<file path="src/rtl/sfr_arb_pkg.sv">
// Shared types and helpers for the SFR bus arbiter.
// Optional feature macro used by the arbiter: SFR_ARB_LOCK_EN.
package sfr_arb_pkg;

    // Upper bound on requesters; id and pointer fields are sized for it.
    localparam int MAX_REQ = 16;
    localparam int ID_W    = $clog2(MAX_REQ);

    typedef enum logic [1:0] {
        IDLE   = 2'd0,
        STROBE = 2'd1,
        RESP   = 2'd2
    } arb_state_e;

    // Next requester id after 'id', wrapping to 0 past 'last'.
    function automatic logic [ID_W-1:0] wrap_inc(input logic [ID_W-1:0] id,
                                                 input logic [ID_W-1:0] last);
        logic [ID_W-1:0] nxt;
        if (id == last) begin
            nxt = '0;
        end else begin
            nxt = id + {{(ID_W-1){1'b0}}, 1'b1};
        end
        return nxt;
    endfunction

endpackage

</file>
<file path="src/rtl/sfr_rr_arbiter.sv">
// Combinational rotate-priority pick: first eligible requester at or after ptr.
module sfr_rr_arbiter
    import sfr_arb_pkg::*;
#(
    parameter int NUM_REQ = 4
) (
    input  logic [NUM_REQ-1:0] req,
    input  logic [ID_W-1:0]    ptr,
    input  logic [NUM_REQ-1:0] elig,
    output logic [NUM_REQ-1:0] gnt,
    output logic [ID_W-1:0]    win_id
);

    logic found_s;
    logic hit_s;

    // Walk priority offsets 0..NUM_REQ-1 from ptr; the first eligible hit wins.
    always_comb begin
        gnt     = '0;
        win_id  = '0;
        found_s = 1'b0;
        hit_s   = 1'b0;
        for (int k = 0; k < NUM_REQ; k++) begin
            for (int j = 0; j < NUM_REQ; j++) begin
                hit_s   = !found_s && req[j] && elig[j]
                          && (((int'(ptr) + k) % NUM_REQ) == j);
                gnt[j]  = gnt[j] | hit_s;
                win_id  = hit_s ? ID_W'(j) : win_id;
                found_s = found_s | hit_s;
            end
        end
    end

endmodule

</file>
<file path="src/rtl/sfr_bus_arbiter.sv">
// Round-robin sequencer sharing one SFR bus: IDLE (arbitrate) -> STROBE -> RESP.
// Optional macro SFR_ARB_LOCK_EN adds req_lock and a per-requester bus lock.
module sfr_bus_arbiter
    import sfr_arb_pkg::*;
#(
    parameter int NUM_REQ    = 4,
    parameter int ADDR_WIDTH = 8,
    parameter int DATA_WIDTH = 8
) (
    input  logic                            clk,
    input  logic                            reset,
    input  logic [NUM_REQ-1:0]              req_valid,
    input  logic [NUM_REQ-1:0]              req_we,
    input  logic [NUM_REQ*ADDR_WIDTH-1:0]   req_addr,
    input  logic [NUM_REQ*DATA_WIDTH-1:0]   req_wdata,
`ifdef SFR_ARB_LOCK_EN
    input  logic [NUM_REQ-1:0]              req_lock,
`endif
    output logic [NUM_REQ-1:0]              req_ready,
    output logic [NUM_REQ-1:0]              rsp_valid,
    output logic [DATA_WIDTH-1:0]           rsp_rdata,
    output logic [ADDR_WIDTH-1:0]           address,
    output logic [DATA_WIDTH-1:0]           write_data,
    output logic                            we,
    output logic                            re,
    input  logic [DATA_WIDTH-1:0]           read_data,
    output logic                            busy
);

    localparam logic [ID_W-1:0] LAST_ID = ID_W'(NUM_REQ - 1);

    arb_state_e              state_q, state_d;
    logic [ID_W-1:0]         ptr_q, ptr_d;
    logic [ID_W-1:0]         id_q, id_d;
    logic                    is_wr_q, is_wr_d;
    logic [ADDR_WIDTH-1:0]   address_q, address_d;
    logic [DATA_WIDTH-1:0]   write_data_q, write_data_d;
    logic                    we_q, we_d;
    logic                    re_q, re_d;
    logic [NUM_REQ-1:0]      rsp_valid_q, rsp_valid_d;
    logic [DATA_WIDTH-1:0]   rsp_rdata_q, rsp_rdata_d;
    logic                    busy_q, busy_d;
    logic                    lock_q, lock_d;
    logic [ID_W-1:0]         lock_id_q, lock_id_d;
    logic                    lock_req_q, lock_req_d;

    logic [NUM_REQ-1:0]      gnt_s;
    logic [NUM_REQ-1:0]      elig_s;
    logic [ID_W-1:0]         win_s;
    logic                    accept_s;
    logic                    sel_we_s;
    logic                    sel_lock_s;
    logic [ADDR_WIDTH-1:0]   sel_addr_s;
    logic [DATA_WIDTH-1:0]   sel_wdata_s;

    sfr_rr_arbiter #(
        .NUM_REQ (NUM_REQ)
    ) u_rr (
        .req    (req_valid),
        .ptr    (ptr_q),
        .elig   (elig_s),
        .gnt    (gnt_s),
        .win_id (win_s)
    );

    // Eligibility: everybody, or only the lock holder while a lock is held.
    always_comb begin
        if (lock_q) begin
            elig_s = NUM_REQ'(1) << lock_id_q;
        end else begin
            elig_s = '1;
        end
    end

    // Acceptance handshake is only offered while idle and out of reset.
    always_comb begin
        if ((state_q == IDLE) && !reset) begin
            req_ready = gnt_s;
        end else begin
            req_ready = '0;
        end
    end

    assign accept_s = |(req_valid & req_ready);

    // One-hot mux of the winning requester's command fields.
    always_comb begin
        sel_we_s    = 1'b0;
        sel_lock_s  = 1'b0;
        sel_addr_s  = '0;
        sel_wdata_s = '0;
        for (int j = 0; j < NUM_REQ; j++) begin
            sel_we_s    = sel_we_s | (gnt_s[j] & req_we[j]);
`ifdef SFR_ARB_LOCK_EN
            sel_lock_s  = sel_lock_s | (gnt_s[j] & req_lock[j]);
`endif
            sel_addr_s  = sel_addr_s
                          | (req_addr[j*ADDR_WIDTH +: ADDR_WIDTH] & {ADDR_WIDTH{gnt_s[j]}});
            sel_wdata_s = sel_wdata_s
                          | (req_wdata[j*DATA_WIDTH +: DATA_WIDTH] & {DATA_WIDTH{gnt_s[j]}});
        end
    end

    // Next-state and output computation for the transaction sequencer.
    always_comb begin
        state_d      = state_q;
        ptr_d        = ptr_q;
        id_d         = id_q;
        is_wr_d      = is_wr_q;
        address_d    = address_q;
        write_data_d = write_data_q;
        we_d         = 1'b0;
        re_d         = 1'b0;
        rsp_valid_d  = '0;
        rsp_rdata_d  = rsp_rdata_q;
        lock_d       = lock_q;
        lock_id_d    = lock_id_q;
        lock_req_d   = lock_req_q;
        case (state_q)
            IDLE: begin
                if (accept_s) begin
                    state_d      = STROBE;
                    id_d         = win_s;
                    is_wr_d      = sel_we_s;
                    address_d    = sel_addr_s;
                    write_data_d = sel_wdata_s;
                    we_d         = sel_we_s;
                    re_d         = !sel_we_s;
                    lock_req_d   = sel_lock_s;
                    // The pointer is frozen while a lock is held.
                    ptr_d        = lock_q ? ptr_q : wrap_inc(win_s, LAST_ID);
                end else begin
                    state_d = IDLE;
                end
            end
            STROBE: begin
                state_d     = RESP;
                rsp_valid_d = NUM_REQ'(1) << id_q;
                rsp_rdata_d = is_wr_q ? {DATA_WIDTH{1'b0}} : read_data;
            end
            RESP: begin
                state_d = IDLE;
                if (lock_req_q) begin
                    lock_d    = 1'b1;
                    lock_id_d = id_q;
                end else if (lock_q && (lock_id_q == id_q)) begin
                    lock_d    = 1'b0;
                end else begin
                    lock_d    = lock_q;
                end
            end
            default: begin
                state_d = IDLE;
            end
        endcase
        busy_d = (state_d != IDLE);
    end

    // State, pointer, lock and bus registers with synchronous reset.
    always_ff @(posedge clk) begin
        if (reset) begin
            state_q      <= IDLE;
            ptr_q        <= '0;
            id_q         <= '0;
            is_wr_q      <= 1'b0;
            address_q    <= '0;
            write_data_q <= '0;
            we_q         <= 1'b0;
            re_q         <= 1'b0;
            rsp_valid_q  <= '0;
            rsp_rdata_q  <= '0;
            busy_q       <= 1'b0;
            lock_q       <= 1'b0;
            lock_id_q    <= '0;
            lock_req_q   <= 1'b0;
        end else begin
            state_q      <= state_d;
            ptr_q        <= ptr_d;
            id_q         <= id_d;
            is_wr_q      <= is_wr_d;
            address_q    <= address_d;
            write_data_q <= write_data_d;
            we_q         <= we_d;
            re_q         <= re_d;
            rsp_valid_q  <= rsp_valid_d;
            rsp_rdata_q  <= rsp_rdata_d;
            busy_q       <= busy_d;
`ifdef SFR_ARB_LOCK_EN
            lock_q       <= lock_d;
            lock_id_q    <= lock_id_d;
            lock_req_q   <= lock_req_d;
`else
            lock_q       <= 1'b0;
            lock_id_q    <= '0;
            lock_req_q   <= 1'b0;
`endif
        end
    end

    assign address    = address_q;
    assign write_data = write_data_q;
    assign we         = we_q;
    assign re         = re_q;
    assign rsp_valid  = rsp_valid_q;
    assign rsp_rdata  = rsp_rdata_q;
    assign busy       = busy_q;

endmodule

</file>
<file path="config.mk">
export PLATFORM = sky130hd
export DESIGN_NAME = sfr_bus_arbiter
export DESIGN_NICKNAME = d
export VERILOG_FILES = /design/src/rtl/sfr_arb_pkg.sv /design/src/rtl/sfr_rr_arbiter.sv /design/src/rtl/sfr_bus_arbiter.sv
export SDC_FILE = /design/constraint.sdc
export NUM_CORES = 1
export LEC_CHECK = 0
export BUFFER_PORTS_ARGS = -buffer_cell sky130_fd_sc_hd__clkbuf_2
export CAP_MARGIN = 20
export CELL_PAD_IN_SITES_DETAIL_PLACEMENT = 0
export CELL_PAD_IN_SITES_GLOBAL_PLACEMENT = 1
export CORE_UTILIZATION = 28
export DETAILED_ROUTE_END_ITERATION = 12
export GPL_TIMING_DRIVEN = 0
export PLACE_DENSITY = 0.78
export SYNTH_ARGS = -nofsm -noshare
export SYNTH_HDL_FRONTEND = slang
export SYNTH_SLANG_ARGS = --single-unit
</file>
<file path="constraint.sdc">
create_clock -name clk -period 1.8 [get_ports clk]
set_input_delay 0 -clock clk [delete_from_list [all_inputs] [get_ports clk]]
set_output_delay 0 -clock clk [all_outputs]
set_load 0.01 [all_outputs]
</file>
==> impl_summary.txt, run 1 <==
----------------------------------------------------
[STA]
  Setup TNS ... 0 ns
  F_max ... 0.580 GHz
  Actual slew at the worst max-slew pin ... 0.506 ns
  Final setup viols ... 0
  Setup skew after layout ... 0.00396 ns
  Number of hold violations in the final report ... 0
  Setup repair after global routing missed its margin ... yes
  Final critical-path required period ... 1.72 ns
  Max-slew headroom ... 66.3%
  Least setup slack across all paths after layout ... 0.0753 ns
  Post-route clock period utilization ... 95.8%
  Hold slack ... 0.0161 ns
  Max-slew violation total from the final report ... 0

[Routing]
  DRC ... 0
  DRC marker count from the first detailed-route iteration ... 124
  Vias ... 1,981
  Sum of routed wire length over all layers ... 5540 um
  Wire length per cell ... 13.8 um
  Number of routed nets with antenna violations ... 0
  Detailed-route vias per instance ... 4.95
  Drt pass-1 iters ... 6

[Setup path]
  Crit-path cells ... buf_2, nor2b_1, o21bai_2, and3_4, buf_2, and2_1, clkbuf_2
  Critical path buffers and inverters ... 3
  Data arrival time at the worst-slack endpoint ... 1.72 ns
  Startpoint type of the worst setup path ... register
  Critical path endpoint category ... output pin
  Highest-delay cell along the critical path ... sky130_fd_sc_hd__dfxtp_1
  Slack of the worst reg-to-reg path ... 0.15 ns
  Critical-path maximum fanout ... 10
  Worst path max stage delay ... 0.31 ns
  CP required ... 1.80 ns
  Worst Path Class, Setup ... register to output pin
  Cell type with the highest occurrence count on the critical path ... sky130_fd_sc_hd__buf_2
  Kind of cell adding the most delay to the critical path ... buffers and inverters

[Placed design]
  Worst setup slack after placement ... 0.0717 ns
  Port bufs ... 115
  Detailed-placement wirelength estimate ... 4240 um
  Count of placed standard cells including taps ... 389
  Final GP Congestion ... 0.764

[Floorplan]
  Die area ... 0.00661 mm^2
  Ports ... 117
  Width of the chip ... 81.3 um
  Die H ... 81.3 um
  Effective utilization at floorplan ... 29.4%
  Number of core rows ... 28
  Std-Cell Core Area ... 0.00599 mm^2

[Clocking]
  Clock slew seen by the registers of the worst setup and hold paths ... 0.07 ns
  Clock Path Buffers ... 2
  Number of clock sinks ... 38
  CTS root buf ... sky130_fd_sc_hd__clkbuf_8
  CTS tree ... yes
  Insertion delay of the later-clocked pin in the worst-skew pair ... 0.29 ns
  TritonCTS Buffers ... 5
  H-tree depth reported by CTS ... 2

[Power and ir drop]
  Lkg Pwr ... 1.22 nW
  Peak ir drop on the vdd network ... 332 uV
  Power Dens Cells ... 903 mW/mm^2

[Synthesis]
  Yosys cell types ... 35
  Syn Std Cell Area ... 0.00176 mm^2
  Post-synthesis sequential element count ... 38
  Avg Synthesized Cell Area ... 8.85 um^2
  Post-Syn Nets ... 281
  Instance count of the mapped netlist ... 199
  Sequential fraction of the synthesis area ... 43.2%
  Yosys warning count ... 0

[Global routing]
  Antenna violations before repair ... 0
  Overall Global Routing Usage ... 16.7%
  Via count of the first global-routing pass ... 1,738
  Aggregate global routing overflow ... 0
  Pin count of the biggest net entering global routing ... 12
  Wire length of the first global-routing pass ... 8280 um

[Finish]
  Combined area of the multi-input logic cells ... 898 um^2
  Non-filler instance count after layout ... 400
  Total area of sequential cells ... 762 um^2
  Fraction of final layout cells sized beyond drive strength 1 ... 44.6%
  Diode insertion count for antenna repair ... 0
  Total Nets Final ... 407
  Number of fillers in the final layout ... 634
  End-of-flow core utilization ... 43.3%
  P&R area growth vs syn ... 47.3%

[Job]
  Reported max-cap violation count ... 0

[Status]
  Status ... complete, no violations

[Hold path]
  Class of the tightest hold or removal check ... input port to register

----------------------------------------------------
## Yosys cell counts (all sizes together)
library cell | number | area (um^2)
a211oi | 16 | 120
a21bo | 1 | 10.0
a21oi | 27 | 135
a221oi | 1 | 15.0
a222oi | 16 | 160
a22o | 1 | 8.76
and2 | 3 | 18.8
and3 | 3 | 23.8
buf | 11 | 68.8
clkbuf | 7 | 30.0
dfxtp | 38 | 761
inv | 1 | 3.75
nand2 | 4 | 15.0
nand2b | 5 | 31.3
nand3b | 1 | 7.51
nor2 | 32 | 135
nor2b | 2 | 12.5
nor3 | 5 | 30.0
nor3b | 8 | 60.1
nor4 | 3 | 18.8
o211a | 1 | 10.0
o21a | 1 | 7.51
o21ai | 6 | 30.0
o21bai | 2 | 18.8
o221a | 1 | 11.3
o22ai | 1 | 6.26
or3 | 2 | 12.5
## layout make-up
cell class              instances  area share [%]
plain buffers                  18            3.91
well taps                      75            3.62
multi-input cells             142            34.6
clock inverters                 1            1.16
clock buffers                   6            3.18
inverters                       1           0.145
flip-flops and latches         38            29.4
repair buffers                119            24.0
## worst reg2reg max path, delay by kind of cell, from the launching register on
kind | cells | cell delay, ns
AOI/OAI and AO/OA | 3 | 0.55
DFF | 1 | 0.30
and+or+nand+nor | 2 | 0.33
buffers and inverters | 2 | 0.35
## worst paths after layout
path                 from             to  depth (start not counted)
max reg2reg      ptr_q[1]     address[1]                          7
min          req_wdata[4]  write_data[4]                          3
max              ptr_q[1]   req_ready[3]                          7
min reg2reg       id_q[1]   rsp_valid[2]                          2
## layout by cell type (no fill, tap or decap), types with 2 or more instances in the layout
cell type | synthesis | routed
sky130_fd_sc_hd__nor2b_1 | 2 | 2
sky130_fd_sc_hd__clkbuf_2 | 0 | 115
sky130_fd_sc_hd__a222oi_1 | 16 | 16
sky130_fd_sc_hd__a211oi_1 | 16 | 16
sky130_fd_sc_hd__buf_4 | 1 | 2
sky130_fd_sc_hd__nand2_1 | 4 | 4
sky130_fd_sc_hd__nor3_1 | 4 | 4
sky130_fd_sc_hd__dlygate4sd3_1 | 0 | 2
sky130_fd_sc_hd__or3_1 | 2 | 2
sky130_fd_sc_hd__nor2_1 | 30 | 30
sky130_fd_sc_hd__nand2b_1 | 5 | 5
sky130_fd_sc_hd__nor3b_1 | 8 | 8
sky130_fd_sc_hd__clkbuf_1 | 6 | 6
sky130_fd_sc_hd__and2_1 | 3 | 3
sky130_fd_sc_hd__clkbuf_4 | 1 | 2
sky130_fd_sc_hd__o21ai_0 | 6 | 6
sky130_fd_sc_hd__clkbuf_8 | 0 | 6
sky130_fd_sc_hd__and3_1 | 2 | 2
sky130_fd_sc_hd__buf_2 | 7 | 6
sky130_fd_sc_hd__dfxtp_1 | 38 | 37
sky130_fd_sc_hd__buf_6 | 2 | 2
sky130_fd_sc_hd__a21oi_1 | 27 | 27
sky130_fd_sc_hd__nor2_4 | 2 | 2
sky130_fd_sc_hd__nor4_1 | 3 | 3
## state kept, by name (all words and copies together), names as in the netlist
signal	cells
ptr_q	2
busy	1
rsp_valid	4
state_q	2
we	1
id_q	2
re	1
rsp_rdata	8
address	8
is_wr_q	1
write_data	8
## metrics by stage
step | power, mW | instance area (um^2)
3_3_place_gp | 1.61 | 2430
4_1_cts | 2.36 | 2560
5_1_grt | 2.48 | 2590
3_5_place_dp | 1.61 | 2430
6_report | 2.34 | 2590
2_1_floorplan | 1.36 | 1760
## per-layer routing
metal	vias up	routed length, um	track usage [%]
li1	1007	-	-
met1	875	2440	20.7
met2	95	2600	28.1
met3	4	466	4.27
met4	0	35	4.82
met5	-	0	0
## what timing repair did
action                                  in CTS  in global routing
hold endpoints to repair                     1                  0
setup buffers                                0                  2
resized for setup                            0                  2
hold buffers                                 2                  0
endpoints found under the setup margin       0                 10
## cells by family after synthesis
logic type | Yosys count | share of synthesized area, %
AOI/OAI and AO/OA | 74 | 30.3
and+or+nand+nor | 68 | 20.7
DFF | 38 | 43.2
buffers and inverters | 19 | 5.82
## report_power, final
part | internal [mW] | total [mW] | switching, mW
Combinational | 0.296 | 0.642 | 0.346
Sequential | 0.924 | 0.968 | 0.0443
Clock | 0.443 | 0.734 | 0.291
Note: power is estimated with default switching activity, not from simulation.
==> run 2: changes to the inputs <==
Settings changed: RECOVER_POWER from default to 25.
==> run 2 against run 1 <==
Against the previous run:
- register-to-register slack about the same
- via count up 0.76%
- sequential power about the same
- worst setup slack about the same
- critical endpoint unchanged
- largest power group unchanged
- first-iteration DRC count up 10%
- global-route usage unchanged
- maximum frequency about the same
- sequential cell count unchanged
- hold slack about the same
- non-clock buffer count unchanged
- core utilization down 0.35 points
- final area down 0.82%
==> impl_summary.txt, run 2 (same netlist as run 1, synthesis figures left out) <==
----------------------------------------------------
[Status]
  Status ... complete, no violations

[Placed design]
  Final GP Congestion ... 0.764 (unchanged)
  Worst setup slack after placement ... 0.0717 ns (unchanged)
  Port bufs ... 115 (unchanged)
  Detailed-placement wirelength estimate ... 4240 um (unchanged)
  Standard cell area after detailed placement ... 0.00243 mm^2 (unchanged)

[Clocking]
  Clock slew seen by the registers of the worst setup and hold paths ... 0.07 ns (about the same)
  Number of clock sinks ... 38 (unchanged)
  TritonCTS Buffers ... 5 (unchanged)
  CTS root buf ... sky130_fd_sc_hd__clkbuf_8
  CTS tree ... yes
  H-tree depth reported by CTS ... 2 (unchanged)
  Clock Path Buffers ... 2 (unchanged)
  Insertion delay of the later-clocked pin in the worst-skew pair ... 0.29 ns (about the same)

[STA]
  F_max ... 0.580 GHz (about the same)
  Number of hold violations in the final report ... 0 (unchanged)
  Setup repair after global routing missed its margin ... yes
  Post-route clock period utilization ... 95.8% (about the same)
  Least setup slack across all paths after layout ... 0.0750 ns (-0.000273 ns)
  Max-slew headroom ... 66.2% (about the same)
  Setup skew after layout ... 0.00393 ns (-0.0000336 ns)
  Final critical-path required period ... 1.72 ns (+0.000273 ns)
  Final setup viols ... 0 (unchanged)
  Max-slew violation total from the final report ... 0 (unchanged)
  Actual slew at the worst max-slew pin ... 0.507 ns (+0.000612 ns)

[Setup path]
  Worst path max stage delay ... 0.31 ns (about the same)
  Worst setup endpoint ... req_ready[3]
  R2r worst-path depth ... 7 (unchanged)
  Cell type with the highest occurrence count on the critical path ... sky130_fd_sc_hd__buf_2
  Count of cell instances traversed by the critical path ... 7 (unchanged)
  Data arrival time at the worst-slack endpoint ... 1.72 ns (about the same)
  Launch point of the worst reg-to-reg path ... ptr_q[1]
  Critical path endpoint category ... output pin
  Terminus of the critical flop-to-flop path ... address[1]
  Critical path buffers and inverters ... 3 (unchanged)
  Slack of the worst reg-to-reg path ... 0.15 ns (about the same)
  Crit-path cells ... buf_2, nor2b_1, o21bai_2, and3_4, buf_2, and2_1, clkbuf_2
  Kind of cell adding the most delay to the critical path ... buffers and inverters
  Startpoint type of the worst setup path ... register
  Critical-path maximum fanout ... 10 (unchanged)
  Highest-delay cell along the critical path ... sky130_fd_sc_hd__dfxtp_1
  Crit. Startpoint ... ptr_q[1]
  CP required ... 1.80 ns (about the same)
  Worst Path Class, Setup ... register to output pin

[Global routing]
  Wire length of the first global-routing pass ... 8280 um (unchanged)
  Antenna violations before repair ... 0 (unchanged)
  Via count of the first global-routing pass ... 1,738 (unchanged)
  Pin count of the biggest net entering global routing ... 12 (unchanged)
  Aggregate global routing overflow ... 0 (unchanged)
  Overall Global Routing Usage ... 16.7% (unchanged)

[Finish]
  Final instance area ... 0.00257 mm^2 (-0.82%)
  End-of-flow core utilization ... 43.0% (-0.35 points)
  Diode insertion count for antenna repair ... 0 (unchanged)
  Fraction of final layout cells sized beyond drive strength 1 ... 39.4% (-5.2 points)
  Number of fillers in the final layout ... 640 (+0.95%)
  Most common library cell in the layout ignoring fill and taps ... sky130_fd_sc_hd__clkbuf_2
  Most frequent cells in the layout ... sky130_fd_sc_hd__clkbuf_2 (98), sky130_fd_sc_hd__dfxtp_1 (37), sky130_fd_sc_hd__nor2_1 (30)
  P&R area growth vs syn ... 46.1%
  Total Nets Final ... 407 (unchanged)

[Floorplan]
  Effective utilization at floorplan ... 29.4% (unchanged)
  Std-Cell Core Area ... 0.00599 mm^2 (unchanged)
  Width of the chip ... 81.3 um (unchanged)
  Number of core rows ... 28 (unchanged)
  Die area ... 0.00661 mm^2 (unchanged)
  Die H ... 81.3 um (unchanged)
  Ports ... 117 (unchanged)

[Power and ir drop]
  Combinational fraction of design power ... 27.2% (-0.2 points)
  Clock network fraction of design power ... 31.4% (about the same)
  Relative contribution of sequential cells to total power ... 41.4% (about the same)
  Switching share of power ... 29.2% (+0.12 points)
  Cell Int Power ... 1.65 mW (-0.48%)
  Switching power summed over all nets ... 682 uW (about the same)
  Power Dens Cells ... 908 mW/mm^2 (+0.51%)
  Peak ir drop on the vdd network ... 330 uV (-0.66%)
  Lkg Pwr ... 1.17 nW (-4.6%)

[Hold path]
  Class of the tightest hold or removal check ... input port to register
  WHS Path Cells ... 3 (unchanged)

[Routing]
  Vias ... 1,996 (+0.76%)
  DRC ... 0 (unchanged)
  Sum of routed wire length over all layers ... 5560 um (+0.40%)
  Number of routed nets with antenna violations ... 0 (unchanged)
  Drt pass-1 iters ... 7 (+1)
  Detailed-route vias per instance ... 4.99 (+0.76%)
  Wire length per cell ... 13.9 um (+0.40%)
  DRC marker count from the first detailed-route iteration ... 137 (+10%)

[Job]
  Reported max-cap violation count ... 0 (unchanged)

----------------------------------------------------
==> run 2: how the worst min path moves through the flow <==
stage / startpoint / end
after global placement: req_we[2] / we
final: req_wdata[4] / write_data[4]
after floorplan: req_we[2] / we
after global routing: req_wdata[2] / write_data[2]
after CTS: req_wdata[4] / write_data[4]
after detailed placement: req_we[2] / we
==> run 2: power by group through the flow <==
stage	Combinational [mW]	Sequential, mW	Clock (mW)
after global routing	0.706	0.978	0.788
after global placement	0.625	0.983	0
final	0.635	0.968	0.734
after floorplan	0.348	1.01	0
after detailed placement	0.627	0.986	0
after CTS	0.633	0.967	0.761
==> run 2: metrics by stage <==
step                      hold WS, ns  std cells  TNS (ns)  power, mW
final                          0.0164        400         0       2.34
after floorplan                 0.143        199         0       1.36
after CTS                     0.00859        398         0       2.36
after global routing           0.0221        400   -0.0105       2.47
after global placement          0.260        389         0       1.61
after detailed placement        0.261        389         0       1.61
==> run 2: metal layers <==
layer	wire [um]	global-route usage, %
met1	2430	20.7
met2	2600	28.1
met3	493	4.27
met4	35	4.82
met5	0	0
==> run 2: worst reg2reg max path, delay by kind of cell (launching register included) <==
| kind | cells | cell delay (ns) |
|---|---|---|
| AND/OR/NAND/NOR | 2 | 0.33 |
| AO/OA/AOI/OAI | 3 | 0.55 |
| flip-flops | 1 | 0.30 |
| buffers and inverters | 2 | 0.35 |
==> run 2: cell type report <==
cell class	instances	area [um^2]	share of cell area, %
clock buffer	6	82.6	3.21
inverter	1	3.75	0.146
sequential	38	762	29.6
multi-input combinational	142	898	34.9
timing repair buffer	119	602	23.4
buffer	18	101	3.94
tap	75	93.8	3.65
clock inverter	1	30.0	1.17
==> run 2: timing repair <==
action | 4_1_cts | 5_1_grt
buffers inserted | 0 | 2
gates resized for setup | 0 | 2
endpoints found under the setup margin | 0 | 10
endpoints found under the hold margin | 1 | 0
hold buffers | 2 | 0
